$ cat config.mk
export PLATFORM = sky130hd
export DESIGN_NAME = multdiv
export DESIGN_NICKNAME = d
export VERILOG_FILES = /design/src/rtl/multdiv_pkg.sv /design/src/rtl/multdiv_iter_counter.sv /design/src/rtl/multdiv.sv
export SDC_FILE = /design/constraint.sdc
export NUM_CORES = 1
export LEC_CHECK = 0
export ABC_AREA = 1
export BUFFER_PORTS_ARGS = -buffer_cell sky130_fd_sc_hd__buf_2
export CAP_MARGIN = 0
export CORE_MARGIN = 2
export CORE_UTILIZATION = 30
export CTS_BUF_LIST = sky130_fd_sc_hd__clkbuf_16
export CTS_CLUSTER_DIAMETER = 60
export DETAILED_ROUTE_END_ITERATION = 6
export PLACE_DENSITY = 0.49
export SYNTH_ARGS = -nofsm -noshare
export SYNTH_HDL_FRONTEND = slang
export SYNTH_HIERARCHICAL = 1
export SYNTH_SLANG_ARGS = --single-unit
$ cat constraint.sdc
create_clock -name clock -period 3 [get_ports clock]
set_input_delay 0.3 -clock clock [delete_from_list [all_inputs] [get_ports clock]]
set_output_delay 0.3 -clock clock [all_outputs]
set_load 0.05 [all_outputs]
$ cat src/rtl/multdiv_pkg.sv
// Shared constants and types for the multi-cycle multiply/divide unit.
package multdiv_pkg;

  localparam int XLEN  = 32;
  localparam int ITERS = 32;
  localparam int CNT_W = $clog2(ITERS);

  localparam logic [XLEN-1:0] INT_MIN = 32'h8000_0000;

  typedef enum logic [1:0] {
    IDLE = 2'd0,
    RUN  = 2'd1,
    FIX  = 2'd2
  } state_e;

  // Magnitude of a two's complement word; INT_MIN maps to itself, which is
  // still the correct unsigned magnitude.
  function automatic logic [XLEN-1:0] absVal(input logic [XLEN-1:0] v);
    return v[XLEN-1] ? (~v + 1'b1) : v;
  endfunction

endpackage

$ cat src/rtl/multdiv_iter_counter.sv
// Iteration counter: synchronous clear, count enable, last-iteration flag.
module iter_counter
  import multdiv_pkg::*;
(
  input  logic             clock,
  input  logic             reset,
  input  logic             clear,
  input  logic             enable,
  output logic [CNT_W-1:0] count,
  output logic             last
);

  always_ff @(posedge clock) begin
    if (reset || clear) count <= '0;
    else if (enable)    count <= count + 1'b1;
  end

  assign last = (count == CNT_W'(ITERS - 1));

endmodule

$ cat src/rtl/multdiv.sv
// Multi-cycle signed 32-bit multiply (shift-add) / divide (restoring) unit
// working on operand magnitudes with a final sign-correction cycle.
module multdiv
  import multdiv_pkg::*;
(
  input  logic            clock,
  input  logic            reset,
  input  logic [XLEN-1:0] data_operandA,
  input  logic [XLEN-1:0] data_operandB,
  input  logic            ctrl_MULT,
  input  logic            ctrl_DIV,
  output logic [XLEN-1:0] data_result,
  output logic            data_exception,
  output logic            data_resultRDY
);

  state_e            state;
  logic              isDiv;
  logic              resNeg;
  logic [XLEN-1:0]   aReg;     // multiplicand, or dividend shifted out MSB-first
  logic [XLEN-1:0]   bReg;     // multiplier shifted out LSB-first, or divisor
  logic [2*XLEN-1:0] acc;      // product, or {remainder, quotient}

  logic              start;
  logic              running;
  logic [CNT_W-1:0]  iterCount;
  logic              iterLast;

  logic [XLEN:0]     mulSum;
  logic [XLEN-1:0]   remSh;
  logic [XLEN:0]     divDiff;
  logic [2*XLEN-1:0] prodSigned;
  logic [XLEN-1:0]   quoSigned;
  logic              mulOvf;
  logic              divZero;
  logic              divOvf;
  logic [XLEN-1:0]   fixResult;
  logic              fixExc;

  assign start   = (state == IDLE) && (ctrl_MULT || ctrl_DIV);
  assign running = (state == RUN);

  iter_counter uCnt (
    .clock  (clock),
    .reset  (reset),
    .clear  (start),
    .enable (running),
    .count  (iterCount),
    .last   (iterLast)
  );

  always_comb begin
    mulSum  = {1'b0, acc[2*XLEN-1:XLEN]} + {1'b0, aReg};
    remSh   = {acc[2*XLEN-2:XLEN], aReg[XLEN-1]};
    divDiff = {1'b0, remSh} - {1'b0, bReg};
  end

  always_comb begin
    prodSigned = resNeg ? (~acc + 64'd1) : acc;
    quoSigned  = resNeg ? (~acc[XLEN-1:0] + 1'b1) : acc[XLEN-1:0];
    // Product fits in 32 bits only if bits 63..31 are a pure sign extension.
    mulOvf     = !((&prodSigned[2*XLEN-1:XLEN-1]) || !(|prodSigned[2*XLEN-1:XLEN-1]));
    divZero    = (bReg == '0);
    // A positive quotient of magnitude INT_MIN only arises from INT_MIN / -1.
    divOvf     = (acc[XLEN-1:0] == INT_MIN) && !resNeg;
    fixResult  = prodSigned[XLEN-1:0];
    fixExc     = mulOvf;
    if (isDiv) begin
      if (divZero) begin
        fixResult = '0;
        fixExc    = 1'b1;
      end else if (divOvf) begin
        fixResult = INT_MIN;
        fixExc    = 1'b1;
      end else begin
        fixResult = quoSigned;
        fixExc    = 1'b0;
      end
    end
  end

  always_ff @(posedge clock) begin
    if (reset) begin
      state          <= IDLE;
      isDiv          <= 1'b0;
      resNeg         <= 1'b0;
      aReg           <= '0;
      bReg           <= '0;
      acc            <= '0;
      data_result    <= '0;
      data_exception <= 1'b0;
      data_resultRDY <= 1'b0;
    end else begin
      data_resultRDY <= 1'b0;
      case (state)
        IDLE: begin
          if (start) begin
            state  <= RUN;
            isDiv  <= !ctrl_MULT;
            aReg   <= absVal(data_operandA);
            bReg   <= absVal(data_operandB);
            resNeg <= data_operandA[XLEN-1] ^ data_operandB[XLEN-1];
            acc    <= '0;
          end
        end
        RUN: begin
          if (isDiv) begin
            aReg <= {aReg[XLEN-2:0], 1'b0};
            if (divDiff[XLEN]) acc <= {remSh, acc[XLEN-2:0], 1'b0};
            else               acc <= {divDiff[XLEN-1:0], acc[XLEN-2:0], 1'b1};
          end else begin
            bReg <= {1'b0, bReg[XLEN-1:1]};
            if (bReg[0]) acc <= {mulSum, acc[XLEN-1:1]};
            else         acc <= {1'b0, acc[2*XLEN-1:1]};
          end
          if (iterLast) state <= FIX;
        end
        FIX: begin
          data_result    <= fixResult;
          data_exception <= fixExc;
          data_resultRDY <= 1'b1;
          state          <= IDLE;
        end
        default: state <= IDLE;
      endcase
    end
  end

endmodule
==> metrics.cfg, run 1 <==
[floorplanning]
dieArea_mm2 = 0.0533
die_w_um = 231
coreArea_mm2 = 0.0511
start_util_pct = 30.2
num_rows = 83
ios = 102
die_h_um = 231

[grt]
grt_pass1_vias = 16800
overflow = 0
grt_max_degree = 138
use_met3_pct = 3.00
met2_usage_pct = 38.6
gr-usage-all-layers_pct = 24.4
globalRouteMet1Util_pct = 33.5
top_usage_layer = met2
grt_pass1_wl_um = 100000
grt_antenna_before_repair = 2

[yosys]
syn_nets = 2749
yosys_most_used_dff = dfxtp_1
synth_cells = 2610
synth-edff-count = 0
ys_types = 56
yosysSeqAreaShare_pct = 22.2
avgSynthCellArea_um2 = 5.92
yosysMostFrequentCell = nand2_1
yosys.area.top_type = dfxtp_1
synth_top_area_share_pct = 22.2
ys_warn_count = 6
synth_common_cells = 708 x nand2_1, 328 x a21oi_1, 314 x nor2_1
async_reset_ff_share_pct = 0
syn_area_mm2 = 0.0154
ys_ff_latch = 171
ys_top_cells_by_area = dfxtp_1 22%, nand2_1 17%, a21oi_1 11%, nor2_1 7.6%, inv_1 5.8%

[worst_setup_path]
required_ns = 3.35
worstSetupPathType = flip-flop to flip-flop
r2r_cells = 16
arrival_ns = 3.20
cpMostUsedCell = nand2_4
slowest_delay_ns = 0.42
worstSetupEndpointType = flip-flop
path_max_fanout = 11
r2r_start = aReg[31]$_SDFFE_PP0P_
path_buf_inv = 3
critPathLaunchType = flip-flop
rrSetupSlack_ns = 0.15
cpMaxStageDelayCell = fa_1
r2r-end = acc[50]$_SDFFE_PP0P_
crit_chain = inv_1 > ha_1 > fa_1 > o21ai_2 > a21oi_4 > o21bai_4 > nand2_4 > nand2_4 > nand2_2 > nand2_4 > nand2_8 > inv_4 > buf_12 > nand2_1 > nand4_1 > a21oi_1
crit_family = compound AO/OA/AOI/OAI gates

[clocking]
clk_latency_ns = 0.49
cts_tree = done
postCtsSetupBuffers = 0
clkSlewWorstSetupHoldPaths_ns = 0.08
h-tree-depth = 4
numCtsBuffers = 17
cts.sinks = 171
clockBufferDepth = 2
cts-root-buf = clkbuf_16

[timing]
fmax_mhz = 351
fin_worst_hold_slack_ns = 0.0809
tightest_slew_ns = 0.808
drv_slew = 0
report.final.hold_viol_count = 0
min_period_over_period_pct = 95.0
setup_violations = 0
final.setup.tns_ns = 0
relSlewSlack_pct = 46.0
rsz0062_at_grt = false
fin_worst_skew_ns = 0.0144
period_minus_slack_ns = 2.85

[routing]
drtPass1Iterations = 6
via_per_inst = 5.25
drt_iter0_drc = 1431
wl_per_cell_um = 19.0
vias = 18000
ant_nets = 0
drcViolationCount = 0
routed_wl_um = 65200

[hold_path]
whs_endpoint = aReg[0]$_SDFFE_PP0P_
hp-start = data_operandA[0]
hold_class = input port to flip-flop
whs_path_depth = 3

[cells_and_area]
multi_input_area_mm2 = 0.0107
final_core_util_pct = 35.1
antenna_cells = 0
stdcell_area_mm2 = 0.0179
finalNetCount = 2884
seqCellArea_mm2 = 0.00343
synthToLayoutAreaGrowth_pct = 16.1
fillCellCount = 5791
drive_gt1_share_pct = 11.8

[placed_design]
place_area_mm2 = 0.0173
routabilityCongestion = 1.00
portBuffers = 101
place.detailed.hpwl_um = 52100

[power_and_ir_drop]
clockPowerShare_pct = 26.0
p_leak_nw = 8.27
internal_power_mw = 4.88
power_frac_comb_pct = 44.3
seqPwrFrac_pct = 29.7
power.net_switching_mw = 3.98
peakVddDrop_mv = 0.491
cellPowerDensity_mw_per_mm2 = 494
sw_frac_of_total_pct = 44.9

[run_status]
status = completed

[job]
drv_cap = 0

logic make-up after synthesis:
logic type	Yosys count	share of synthesized area, %
compound gates	621	22.7
xor+xnor	83	4.71
fa+ha+maj	71	5.85
buf+inv	348	8.83
flops	171	22.2
simple gates	1316	35.8
placed cells by master, fill, tap and decap left out, types with 57 or more instances in the layout:
cell type / instances
nand2_1: 707
a21oi_1: 328
inv_1: 240
buf_4: 113
dfxtp_1: 166
nor2_1: 312
ha_1: 69
o21ai_0: 162
xor2_1: 57
nand3_1: 162
buf_2: 100
sequential cells by signal, summed over array words and instances, names as in the netlist:
register and count:
aReg 32, isDiv 1, acc 64, uCnt/count 5, data_exception 1, resNeg 1
data_resultRDY 1, bReg 32, state 2, data_result 32
per-stage QoR:
stage	power, mW	setup WS (ns)	instances
after floorplan	5.17	0.583	2610
after global placement	6.56	0.0534	3406
after detailed placement	6.53	0.0978	3406
after CTS	8.85	0.0648	3438
after global routing	9.42	0.00309	3438
final	8.85	0.151	3438
how the worst max path moves through the flow:
| stage | startpoint | end | depth (start not counted) |
|---|---|---|---|
| 2_1_floorplan | aReg[31]$_SDFFE_PP0P_ | acc[52]$_SDFFE_PP0P_ | 16 |
| 3_3_place_gp | acc[39]$_SDFFE_PP0P_ | acc[46]$_SDFFE_PP0P_ | 12 |
| 3_5_place_dp | acc[40]$_SDFFE_PP0P_ | acc[46]$_SDFFE_PP0P_ | 12 |
| 4_1_cts | acc[40]$_SDFFE_PP0P_ | acc[46]$_SDFFE_PP0P_ | 12 |
| 5_1_grt | acc[36]$_SDFFE_PP0P_ | acc[60]$_SDFFE_PP0P_ | 17 |
| 6_report | aReg[31]$_SDFFE_PP0P_ | acc[50]$_SDFFE_PP0P_ | 16 |
cell type report:
cell class / instances / area share (%)
Multi-Input combinational cell: 2091 / 59.6
Inverter: 246 / 5.19
Sequential cell: 171 / 19.1
Clock inverter: 15 / 0.900
Clock buffer: 17 / 2.37
Timing Repair Buffer: 218 / 8.08
Tap cell: 680 / 4.74
power groups by stage:
stage	registers [mW]	logic, mW	clock network [mW]
2_1_floorplan	2.57	2.60	0
3_3_place_gp	2.68	3.88	0
4_1_cts	2.63	3.87	2.35
6_report	2.63	3.92	2.30
5_1_grt	2.65	4.34	2.43
3_5_place_dp	2.68	3.86	0
timing repair:
item,4_1_cts,5_1_grt
gates resized for setup,0,7
endpoints found under the setup margin,0,17
hold buffers,0,0
per-layer routing:
layer  up-vias  part of all wire [%]
met5         -                 0.018
met4         2                   3.8
met1      8359                    47
met2       585                    44
met3       108                   5.6
li1       8981                     -
worst reg2reg max path, cell delays in order (launching register included):
cell and delay, ns:
dfxtp_1 0.40, inv_1 0.08, ha_1 0.22, fa_1 0.42, o21ai_2 0.27, a21oi_4 0.12, o21bai_4 0.19, nand2_4 0.07
nand2_4 0.08, nand2_2 0.10, nand2_4 0.12, nand2_8 0.09, inv_4 0.16, buf_12 0.15, nand2_1 0.06, nand4_1 0.12
a21oi_1 0.08
Power figures use the tool's default switching activity.
==> run 2: changes to the inputs <==
--- a/config.mk
+++ b/config.mk
@@ -13,7 +13,7 @@
 export CTS_BUF_LIST = sky130_fd_sc_hd__clkbuf_16
 export CTS_CLUSTER_DIAMETER = 60
 export DETAILED_ROUTE_END_ITERATION = 6
-export PLACE_DENSITY = 0.49
+export PLACE_DENSITY_LB_ADDON = 0.15
 export SYNTH_ARGS = -nofsm -noshare
 export SYNTH_HDL_FRONTEND = slang
 export SYNTH_HIERARCHICAL = 1
==> metrics.cfg, run 2 (synthesis gave the netlist of run 1 again) <==
[floorplanning]
die_h_um = 231  ; unchanged
ios = 102  ; unchanged
coreArea_mm2 = 0.0511  ; unchanged
die_w_um = 231  ; unchanged
start_util_pct = 30.2  ; unchanged
num_rows = 83  ; unchanged
dieArea_mm2 = 0.0533  ; unchanged

[cells_and_area]
drive_gt1_share_pct = 11.6  ; -0.22 points
fillCellCount = 5842  ; +0.88%
layout_commonest_cell = nand2_1
multi_input_area_mm2 = 0.0107  ; about the same
finalNetCount = 2877  ; -0.24%
synthToLayoutAreaGrowth_pct = 15.7
top_register = acc
finalNonFillerCells = 3431  ; -0.20%
largest_register_ffs = 64  ; unchanged
final_cell_mix = 707 x nand2_1, 328 x a21oi_1, 312 x nor2_1
seqCellArea_mm2 = 0.00343  ; about the same
antenna_cells = 0  ; unchanged

[routing]
drcViolationCount = 0  ; unchanged
via_per_inst = 5.20  ; -0.88%
vias = 17800  ; -1.1%
wl_per_cell_um = 19.2  ; +1.2%
routed_wl_um = 65800  ; +0.99%
drtPass1Iterations = 7  ; +1
drt_iter0_drc = 1335  ; -6.7%
ant_nets = 0  ; unchanged

[power_and_ir_drop]
p_leak_nw = 8.23  ; -0.54%
cellPowerDensity_mw_per_mm2 = 496  ; +0.48%
peakVddDrop_mv = 0.495  ; +0.67%

[timing]
setup_violations = 0  ; unchanged
fmax_mhz = 346  ; -1.5%
period_minus_slack_ns = 2.89  ; +0.0434 ns
fin_worst_skew_ns = 0.0228  ; +0.00844 ns
tightest_slew_ns = 0.958  ; +0.149 ns
fin_worst_hold_slack_ns = 0.0900  ; +0.00914 ns
report.final.hold_viol_count = 0  ; unchanged
min_period_over_period_pct = 96.4  ; +1.4 points
drv_slew = 0  ; unchanged
relSlewSlack_pct = 36.1  ; -10 points

[placed_design]
routabilityCongestion = 1.01  ; +0.74%
dp.cells = 3399  ; -0.21%
portBuffers = 101  ; unchanged
place.detailed.hpwl_um = 52200  ; +0.21%

[clocking]
cts_tree = done
ctsResizeCount = 0  ; unchanged
clockBufferDepth = 2  ; unchanged
cts-root-buf = clkbuf_16
cts.sinks = 171  ; unchanged
clkSlewWorstSetupHoldPaths_ns = 0.07  ; about the same
clk_latency_ns = 0.50  ; about the same
numCtsBuffers = 17  ; unchanged
ctsHoldBuffers = 0  ; unchanged
postCtsSetupBuffers = 0  ; unchanged
h-tree-depth = 4  ; unchanged

[worst_setup_path]
path_max_fanout = 10  ; -1
required_ns = 3.35  ; about the same
worstSetupPathType = flip-flop to flip-flop
critPathLaunchType = flip-flop
worstSetupEndpointType = flip-flop
arrival_ns = 3.24  ; +0.04 ns

[grt]
grt_max_degree = 138  ; unchanged
grt_pass1_wl_um = 99700  ; -0.66%
overflow = 0  ; unchanged
grt_antenna_before_repair = 2  ; unchanged
gr-usage-all-layers_pct = 24.5  ; +0.13 points
grt_pass1_vias = 16700  ; -0.095%

[hold_path]
hold_class = input port to flip-flop

[run_status]
status = completed

[job]
drv_cap = 0  ; unchanged

-- run 2: stage by stage --
step	worst slack, ns	instance area (um^2)	setup TNS, ns	util, %	total power [mW]
global placement	-0.00117	17300	-0.00117	33.8	6.54
finish	0.108	17900	0	35.0	8.87
floorplan	0.583	15400	0	-	5.17
detailed placement	0.0663	17300	0	33.8	6.53
global route	-0.0104	17900	-0.0121	35.0	9.46
CTS	0.0611	17900	0	35.0	8.88
-- run 2: area by class of cell --
class / instances / area share, %
flip-flops and latches: 171 / 19.2
well taps: 680 / 4.76
inverters: 246 / 5.21
clock inverters: 15 / 0.868
multi-input cells: 2091 / 59.8
clock buffers: 17 / 2.38
repair buffers: 211 / 7.81
-- run 2: per-layer routing --
metal  part of all wire [%]  track usage [%]
met5                  0.070                0
met4                    3.2             9.35
met1                     46             33.1
met3                    5.6             3.31
met2                     45             39.6
-- run 2: critical path, cell delays in order (launching register included) --
cell      delay (ns)
dfxtp_1         0.41
inv_1           0.09
ha_1            0.26
fa_1            0.46
o21ai_4         0.24
a21oi_4         0.11
o21bai_4        0.20
nand2_4         0.07
nand2_4         0.08
nand2_2         0.10
nand2_4         0.10
nand2_8         0.05
inv_4           0.12
buf_12          0.13
nand2_1         0.13
nand3_1         0.13
a21oi_1         0.07
-- run 2: report_power, final --
group | total [mW] | internal (mW) | switching, mW
clock network | 2.32 | 1.17 | 1.14
logic | 3.92 | 1.30 | 2.62
registers | 2.63 | 2.41 | 0.219
-- run 2: final timing paths --
| kind | start | to | slack (ns) | cells after the start |
|---|---|---|---|---|
| worst max-delay path | aReg[31]$_SDFFE_PP0P_ | acc[46]$_SDFFE_PP0P_ | 0.11 | 16 |
| worst min-delay path | ctrl_MULT | isDiv$_SDFFE_PP0P_ | 0.09 | 3 |
| worst max register to register | aReg[31]$_SDFFE_PP0P_ | acc[46]$_SDFFE_PP0P_ | 0.11 | 16 |
| worst min register to register | data_result[30]$_SDFFE_PP0P_ | data_result[30]$_SDFFE_PP0P_ | 0.46 | 2 |
==> run 3: changes to the inputs <==
--- a/config.mk
+++ b/config.mk
@@ -6,7 +6,7 @@
 export NUM_CORES = 1
 export LEC_CHECK = 0
 export ABC_AREA = 1
-export BUFFER_PORTS_ARGS = -buffer_cell sky130_fd_sc_hd__buf_2
+export BUFFER_PORTS_ARGS = -buffer_cell sky130_fd_sc_hd__clkbuf_2
 export CAP_MARGIN = 0
 export CORE_MARGIN = 2
 export CORE_UTILIZATION = 30
==> metrics.cfg, run 3 (synthesis gave the netlist of run 1 again) <==
[run_status]
status = completed

[worst_setup_path]
r2r_cells = 12  ; -4
r2r-end = acc[52]$_SDFFE_PP0P_
worstSetupPathType = flip-flop to flip-flop
arrival_ns = 3.26  ; +0.02 ns
path_max_fanout = 5  ; -5
endpoint = acc[52]$_SDFFE_PP0P_
critPathLaunchType = flip-flop
rrSetupSlack_ns = 0.16  ; +0.05 ns
critical_path.startpoint = acc[45]$_SDFFE_PP0P_
worstSetupEndpointType = flip-flop
required_ns = 3.41  ; +0.06 ns
r2r_start = acc[45]$_SDFFE_PP0P_

[cells_and_area]
multi_input_area_mm2 = 0.0107  ; about the same
final_cell_mix = 708 x nand2_1, 328 x a21oi_1, 312 x nor2_1
largest_register_ffs = 64  ; unchanged
final_core_util_pct = 34.9  ; -0.059 points
finalNonFillerCells = 3423  ; -0.23%
antenna_cells = 0  ; unchanged
top_register = acc
synthToLayoutAreaGrowth_pct = 15.6
fillCellCount = 5818  ; -0.41%
drive_gt1_share_pct = 11.4  ; -0.22 points
finalNetCount = 2870  ; -0.24%
seqCellArea_mm2 = 0.00343  ; unchanged
layout_commonest_cell = nand2_1

[timing]
setup_violations = 0  ; unchanged
final.setup.tns_ns = 0  ; unchanged
setup_ws_ns = 0.155  ; +0.0474 ns
min_period_over_period_pct = 94.8  ; -1.6 points
report.final.hold_viol_count = 0  ; unchanged
rsz0062_at_grt = false
period_minus_slack_ns = 2.84  ; -0.0474 ns
drv_slew = 0  ; unchanged
tightest_slew_ns = 0.839  ; -0.119 ns
relSlewSlack_pct = 44.0  ; +7.9 points
fmax_mhz = 352  ; +1.7%
fin_worst_skew_ns = 0.0137  ; -0.00909 ns

[grt]
grt_pass1_vias = 16700  ; -0.072%
gr-usage-all-layers_pct = 24.5  ; -0.078 points
grt_max_degree = 138  ; unchanged
overflow = 0  ; unchanged
grt_pass1_wl_um = 99600  ; -0.14%
grt_antenna_before_repair = 0  ; -2

[clocking]
clk_latency_ns = 0.50  ; about the same
ctsHoldBuffers = 0  ; unchanged
cts-root-buf = clkbuf_16
h-tree-depth = 4  ; unchanged
numCtsBuffers = 17  ; unchanged
clockBufferDepth = 2  ; unchanged
cts.sinks = 171  ; unchanged
cts_tree = done
clkSlewWorstSetupHoldPaths_ns = 0.08  ; about the same

[routing]
routed_wl_um = 65100  ; -1.1%
via_per_inst = 5.17  ; -0.49%
wl_per_cell_um = 19.0  ; -0.85%
drtPass1Iterations = 7  ; unchanged
drcViolationCount = 0  ; unchanged
vias = 17700  ; -0.72%
drt_iter0_drc = 1398  ; +4.7%
ant_nets = 0  ; unchanged

[floorplanning]
die_h_um = 231  ; unchanged
start_util_pct = 30.2  ; unchanged
dieArea_mm2 = 0.0533  ; unchanged
num_rows = 83  ; unchanged
coreArea_mm2 = 0.0511  ; unchanged
die_w_um = 231  ; unchanged
ios = 102  ; unchanged

[placed_design]
routabilityCongestion = 0.959  ; -5.2%
portBuffers = 101  ; unchanged
place_ws_ns = 0.174  ; +0.108 ns
dp.cells = 3392  ; -0.21%
place.detailed.hpwl_um = 52100  ; -0.17%

[power_and_ir_drop]
cellPowerDensity_mw_per_mm2 = 504  ; +1.6%
finalPower_mw = 8.99  ; +1.4%
p_leak_nw = 8.19  ; -0.41%
peakVddDrop_mv = 0.502  ; +1.5%

[job]
drv_cap = 0  ; unchanged

[hold_path]
hold_class = input port to flip-flop

-- run 3: cell type report --
class,instances,share of cell area (%)
clock inverter,14,1.12
sequential,171,19.2
timing repair buffer,204,7.46
multi-input combinational,2091,59.8
inverter,246,5.22
clock buffer,17,2.38
tap,680,4.77
-- run 3: worst min-delay path by stage --
stage	slack (ns)	startpoint	end	depth (start not counted)
after detailed placement	0.46	bReg[17]$_SDFFE_PP0P_	bReg[17]$_SDFFE_PP0P_	2
after CTS	0.03	data_operandA[0]	aReg[0]$_SDFFE_PP0P_	3
after global placement	0.45	bReg[22]$_SDFFE_PP0P_	bReg[22]$_SDFFE_PP0P_	2
after global routing	0.07	data_operandA[0]	aReg[0]$_SDFFE_PP0P_	3
after floorplan	0.44	bReg[17]$_SDFFE_PP0P_	bReg[17]$_SDFFE_PP0P_	2
final	0.06	data_operandA[0]	aReg[0]$_SDFFE_PP0P_	3
-- run 3: per-layer routing --
layer  part of all wire [%]  vias to the layer above  global-route usage, %
met2                     44                      540                   39.0
met1                     47                     8129                   32.9
li1                       -                     8947                      -
met5                      0                        -                      0
met4                    3.5                        0                   9.03
met3                    5.7                       94                   4.13
-- run 3: report_power, final --
group,internal (mW),switching (mW),total (mW)
logic,1.28,2.62,3.90
registers,2.41,0.225,2.64
clock network,1.28,1.18,2.46
-- run 3: worst max-delay path, cell delays in order, from the launching register on --
cell and delay [ns]:
dfxtp_1 0.47, ha_1 0.46, nand2_1 0.12, nor2_1 0.18
inv_1 0.08, nor2_1 0.26, nand3_1 0.20, nand3_1 0.18
or2_2 0.13, nand3_1 0.22, a21oi_1 0.22, o211ai_1 0.11
a21oi_1 0.13
-- run 3: stage by stage --
| step | area (um^2) | hold slack, ns |
|---|---|---|
| floorplan | 15400 | 0.444 |
| global placement | 17200 | 0.452 |
| detailed placement | 17200 | 0.456 |
| CTS | 17800 | 0.0341 |
| global route | 17800 | 0.0740 |
| finish | 17800 | 0.0585 |
-- run 3: what timing repair did --
item                                    4_1_cts  5_1_grt
endpoints found under the setup margin        0        8
gates resized for setup                       0        5
setup buffers                                 0        0
